## config.mk

```make
export PLATFORM = sky130hd
export DESIGN_NAME = id_pipe
export DESIGN_NICKNAME = d
export VERILOG_FILES = /design/src/rtl/id_pipe.sv
export SDC_FILE = /design/constraint.sdc
export NUM_CORES = 1
export LEC_CHECK = 0
export BUFFER_PORTS_ARGS = -buffer_cell sky130_fd_sc_hd__clkbuf_2
export CAP_MARGIN = 20
export CORE_UTILIZATION = 50
export DETAILED_ROUTE_END_ITERATION = 10
export GPL_TIMING_DRIVEN = 0
export HOLD_SLACK_MARGIN = 0.02
export PLACE_DENSITY = 0.85
export SLEW_MARGIN = 15
export SYNTH_ARGS = -nofsm -noshare
export SYNTH_HDL_FRONTEND = slang
export SYNTH_SLANG_ARGS = --single-unit
```

## constraint.sdc

```tcl
create_clock -name clk -period 4.75 [get_ports clk]
set_input_delay 0.475 -clock clk [delete_from_list [all_inputs] [get_ports clk]]
set_output_delay 0.475 -clock clk [all_outputs]
set_load 0.03 [all_outputs]
```

## src/rtl/id_pipe.sv

```systemverilog
// id_pipe: MIPS decode stage with EX/MEM forwarding and a valid/ready ID/EX register
module id_pipe #(
  parameter int DATA_W   = 32,
  parameter int REG_AW   = 5,
  parameter bit EN_ITYPE = 1,
  parameter bit EN_FWD   = 1
) (
  input  logic              clk,
  input  logic              rst,
  input  logic [31:0]       inst_i,
  input  logic              in_valid_i,
  output logic              in_ready_o,
  output logic [REG_AW-1:0] reg1_addr_o,
  output logic [REG_AW-1:0] reg2_addr_o,
  output logic              reg1_read_o,
  output logic              reg2_read_o,
  input  logic [DATA_W-1:0] reg1_data_i,
  input  logic [DATA_W-1:0] reg2_data_i,
  input  logic              ex_wreg_i,
  input  logic [REG_AW-1:0] ex_wd_i,
  input  logic [DATA_W-1:0] ex_wdata_i,
  input  logic              mem_wreg_i,
  input  logic [REG_AW-1:0] mem_wd_i,
  input  logic [DATA_W-1:0] mem_wdata_i,
  input  logic              flush_i,
  output logic              out_valid_o,
  input  logic              out_ready_i,
  output logic [13:0]       aluop_o,
  output logic [DATA_W-1:0] reg1_o,
  output logic [DATA_W-1:0] reg2_o,
  output logic [REG_AW-1:0] wd_o,
  output logic              wreg_o,
  output logic              illegal_o
);
  logic [5:0] op, fn;
  logic [4:0] rs, rt, rd, sa;
  logic [15:0] imm;
  logic [13:0] fdec, odec, aluop_d;
  logic shift, lui, legal, read1, read2, accept;
  logic [REG_AW-1:0] a1, a2, dest;
  logic [DATA_W-1:0] f1, f2, op1, op2;
  assign {op, rs, rt, rd, sa, fn} = inst_i;
  assign imm = inst_i[15:0];
  always_comb begin
    fdec = '0;
    case (fn)
      6'h00: fdec = 14'h0008;
      6'h02: fdec = 14'h0004;
      6'h03: fdec = 14'h0002;
      6'h20: fdec = 14'h2000;
      6'h21: fdec = 14'h1000;
      6'h22: fdec = 14'h0800;
      6'h23: fdec = 14'h0400;
      6'h24: fdec = 14'h0080;
      6'h25: fdec = 14'h0040;
      6'h26: fdec = 14'h0020;
      6'h27: fdec = 14'h0010;
      6'h2a: fdec = 14'h0200;
      6'h2b: fdec = 14'h0100;
      default: fdec = '0;
    endcase
    odec = '0;
    case (op)
      6'h08: odec = 14'h2000;
      6'h09: odec = 14'h1000;
      6'h0a: odec = 14'h0200;
      6'h0b: odec = 14'h0100;
      6'h0c: odec = 14'h0080;
      6'h0d: odec = 14'h0040;
      6'h0e: odec = 14'h0020;
      default: odec = '0;
    endcase
  end
  assign shift = op == 6'h00 && rs == 5'd0 && (fn == 6'h00 || fn == 6'h02 || fn == 6'h03);
  assign lui = op == 6'h0f && rs == 5'd0;
  assign aluop_d = op == 6'h00 ? (shift || (sa == 5'd0 && fn[5]) ? fdec : '0) :
                   lui ? 14'h0001 : EN_ITYPE ? odec : '0;
  assign legal = |aluop_d;
  assign read1 = legal && !shift && !lui;
  assign read2 = legal && op == 6'h00;
  assign a1 = REG_AW'(rs);
  assign a2 = REG_AW'(rt);
  assign dest = op == 6'h00 ? REG_AW'(rd) : REG_AW'(rt);
  function automatic logic [DATA_W-1:0] fwd(input logic [REG_AW-1:0] a, input logic [DATA_W-1:0] rf);
    if (!EN_FWD || a == '0) return rf;
    return ex_wreg_i && ex_wd_i == a ? ex_wdata_i : mem_wreg_i && mem_wd_i == a ? mem_wdata_i : rf;
  endfunction
  always_comb begin
    f1 = fwd(a1, reg1_data_i);
    f2 = fwd(a2, reg2_data_i);
    op1 = read1 ? f1 : shift ? DATA_W'(sa) : '0;
    op2 = read2 ? f2 : lui ? DATA_W'({imm, 16'h0}) :
          op[3:2] == 2'b10 ? DATA_W'($signed(imm)) : DATA_W'(imm);
  end
  assign in_ready_o = !rst && (flush_i || !out_valid_o || out_ready_i);
  assign accept = in_valid_i && in_ready_o;
  assign reg1_addr_o = rst ? '0 : a1;
  assign reg2_addr_o = rst ? '0 : a2;
  assign reg1_read_o = !rst && read1;
  assign reg2_read_o = !rst && read2;
  always_ff @(posedge clk)
    if (rst) begin
      out_valid_o <= 1'b0;
      aluop_o <= '0;
      reg1_o <= '0;
      reg2_o <= '0;
      wd_o <= '0;
      wreg_o <= 1'b0;
      illegal_o <= 1'b0;
    end else if (flush_i) begin
      out_valid_o <= 1'b0;
    end else if (accept) begin
      out_valid_o <= 1'b1;
      aluop_o <= aluop_d;
      reg1_o <= op1;
      reg2_o <= op2;
      wd_o <= dest;
      wreg_o <= legal && dest != '0;
      illegal_o <= !legal;
    end else if (out_ready_i) begin
      out_valid_o <= 1'b0;
    end
endmodule

```

==> results by group <==
Synth
  • Yosys top cell by area: dfxtp_1
  • Mapped Cells: about 630
  • Mapped Nets: slightly above 800
  • Syn avg cell area: 8.65 um^2
  • Post-Syn Area: about 0.0055 mm^2
  • Synthesis warning total: 0
  • Largest cells by area after synthesis: dfxtp_1, o221ai_1, mux2_2
  • Top cell type's share of synthesized area: a little under a third
  • Yosys cell types: 50
  • Post-synthesis sequential area ratio: about a third
  • FF+latch count, synth: 86

Final layout
  • Nets: ~1,100
  • Area Growth Syn to Fin: 31.6%
  • Fraction of layout cells with a size suffix above 1: between 40% and 50%
  • Fin cells: roughly 1,100
  • Fillers: between 900 and 1,000
  • Most frequent cells in the layout: clkbuf_2, dfxtp_1, o221ai_1
  • Register area: 0.00172 mm^2
  • Most common cell after layout, fill and taps aside: clkbuf_2
  • Area occupied by multi-input gates: around 0.0034 mm^2

CTS
  • Clk buf depth: 2
  • Cts bufs inserted: 9
  • Clk_lat worst skew: ~0.37 ns
  • H-tree depth: 3
  • Clock Sinks: 86
  • Post-cts hold buffer count: 0
  • Post-CTS Setup Repair Bufs: 0
  • Clock-pin slew on the worst setup and hold paths: 0.09 ns
  • Post-CTS Resized: 0
  • CTS tree: yes
  • Clock root buffer: clkbuf_8

Min path
  • Hold Crit Class: primary input to flop

Worst setup path
  • Crit path buffers/inverters: 3
  • CP Data Required Time: approximately 4.3 ns
  • Worst path cell trace: clkbuf_2 -> nor2b_4 -> or4b_4 -> o21a_4 -> or2_1 -> buf_6 -> a31oi_1 -> clkbuf_2
  • Critical-path top delay cell: or4b_4
  • Top delay family on crit path: simple AND/OR/NAND/NOR gates
  • CP endpoint kind: output pin
  • Worst-path fanout max: 10
  • Crit Path Category: primary input to output pin
  • Crit-path max cell delay: 0.51 ns
  • Top cell by count, worst path: clkbuf_2
  • CP Launch Type: primary input
  • Worst path arrival time: between 2 and 2.5 ns

Power
  • Sequential fraction of design power: between 40% and 50%
  • P per Cell Area: ~230 mW/mm^2
  • Combinational share of power: between 20% and 30%
  • Internal: roughly 1.1 mW
  • Switching power: between 0.5 and 0.6 mW
  • Leakage: between 3 and 4 nW
  • Switching Share: a little under a third
  • Clock power share: between 30% and 40%
  • Maximum VDD drop: between 0.15 and 0.2 mV

Routing
  • ANT nets after route: 0
  • Drt first pass iters: 5
  • Drt wl/cell: between 15 and 20 um
  • Avg Vias per Cell: roughly 6
  • Drc violations: 0
  • Total Wirelength: just over 20,000 um
  • Initial DRC Count: between 300 and 400
  • Via count: approximately 6,300

Die
  • Core area: approximately 0.010 mm^2
  • Die Width: between 100 and 150 um
  • Starting density of the core: ~52%
  • Die area: 0.0113 mm^2
  • Row Count: 37
  • Die H: 106 um
  • # IOs: approximately 280

STA
  • Final Hold Fails: 0
  • Slew @ Worst Pin: approximately 0.9 ns
  • Setup TNS: 0 ns
  • Fin crit period: about 2.8 ns
  • Max Fclk: 0.357 GHz
  • RSZ-0062 raised after global routing: false
  • Max-slew violations: 0
  • Clock Skew: ~0.013 ns
  • Period utilization: approximately 59%
  • Slew headroom: between 30% and 40%
  • Final setup fails: 0

Global routing
  • Largest net degree at the start of global routing: 15
  • Routing usage on met3: approximately 8.6%
  • Grt total ovfl: 0
  • GR peak layer: met2
  • M2 GR Usage: slightly below 60%
  • Met1 usage: 41.7%
  • First-pass GRT wire length: about 31,000 um
  • GRT Overall Usage: around 36%
  • Number of global-route vias before repair: between 6,000 and 7,000
  • Antenna violations before repair: 1

Placed design
  • Dpl cells: 1,039
  • Routability cong.: just over 0.9
  • IO Port Bufs: between 200 and 300
  • DP Wirelength: around 17,000 um

Flow run
  • Maxcap violations: 0

Run status
  • Outcome: completed
## flip-flops by register name, summed over array words and instances (netlist names)
signal       count
aluop_o         14
illegal_o        1
out_valid_o      1
reg1_o          32
reg2_o          32
wd_o             5
wreg_o           1
## tightest hold or removal path: cells and delay by family
| kind | cells | cell delay, ns |
|---|---|---|
| AO/OA/AOI/OAI | 1 | 0.06 |
| buffers and inverters | 2 | 0.15 |
## power groups by stage
stage | combinational (mW) | clock (mW) | sequential [mW]
6_report | 0.383 | 0.527 | 0.753
5_1_grt | 0.408 | 0.552 | 0.756
4_1_cts | 0.378 | 0.524 | 0.753
3_5_place_dp | 0.376 | 0 | 0.770
3_3_place_gp | 0.370 | 0 | 0.769
2_1_floorplan | 0.171 | 0 | 0.809
## metal layers
metal / vias up / part of all wire [%]
li1: 2945 / -
met1: 2954 / 39
met2: 350 / 47
met3: 83 / 7.9
met4: 0 / 6.3
met5: - / 0
## cells by family after synthesis
| family | Yosys count | synth area share [%] |
|---|---|---|
| and+or+nand+nor | 219 | 22.5 |
| DFF | 86 | 31.6 |
| AOI/OAI and AO/OA | 169 | 24.1 |
| xor gates and xnor gates | 21 | 3.37 |
| muxes | 62 | 12.7 |
| buffers and inverters | 74 | 5.71 |
## final timing paths
path / slack [ns] / end / cells after the start / from
hold / removal: 0.35 / out_valid_o / 3 / in_valid_i
hold reg to reg: 0.47 / aluop_o[11] / 2 / aluop_o[11]
setup / recovery: 1.95 / reg2_read_o / 8 / inst_i[0]
setup reg to reg: 2.35 / reg1_o[29] / 6 / out_valid_o
## stage by stage
step	utilization, %	area (um^2)	hold WS (ns)	total power, mW	worst slack (ns)
2_1_floorplan	-	5460	0.580	0.980	1.95
3_3_place_gp	66.8	6990	0.443	1.14	1.79
3_5_place_dp	66.8	6990	0.451	1.15	1.76
4_1_cts	68.6	7180	0.352	1.65	1.97
5_1_grt	68.6	7180	0.355	1.72	1.82
6_report	68.6	7180	0.347	1.66	1.95
## synthesized netlist by cell type, drive strengths merged
cell type  number
a311oi          3
o221ai         63
mux2i           5
a22o           26
a21oi          39
nand3          16
a31oi           1
a21boi          1
nor4b           1
mux2           57
a211oi         15
or4             3
nor2b          12
and3            7
nand2          29
or4b            1
nand4bb         1
nor2           36
a41o            1
a32o            2
o21ba           1
dfxtp          86
nand2b          2
or2            36
o21bai          7
xor2           16
o311a           1
a22oi           2
clkbuf         47
nor4            7
nand4           2
nand3b         19
or3            34
xnor2           5
o21ai           6
nor3            8
inv            16
o21a            1
buf            11
and2            3
nor3b           2
## area by class of cell
class | instances | share of cell area, %
multi-input cells | 471 | 47.7
plain buffers | 58 | 3.50
flip-flops and latches | 86 | 24.0
clock inverters | 5 | 0.819
clock buffers | 11 | 1.83
diodes | 1 | 0.0348
well taps | 136 | 2.37
repair buffers | 272 | 19.0
inverters | 16 | 0.836
(Power assumes the default switching activity.)
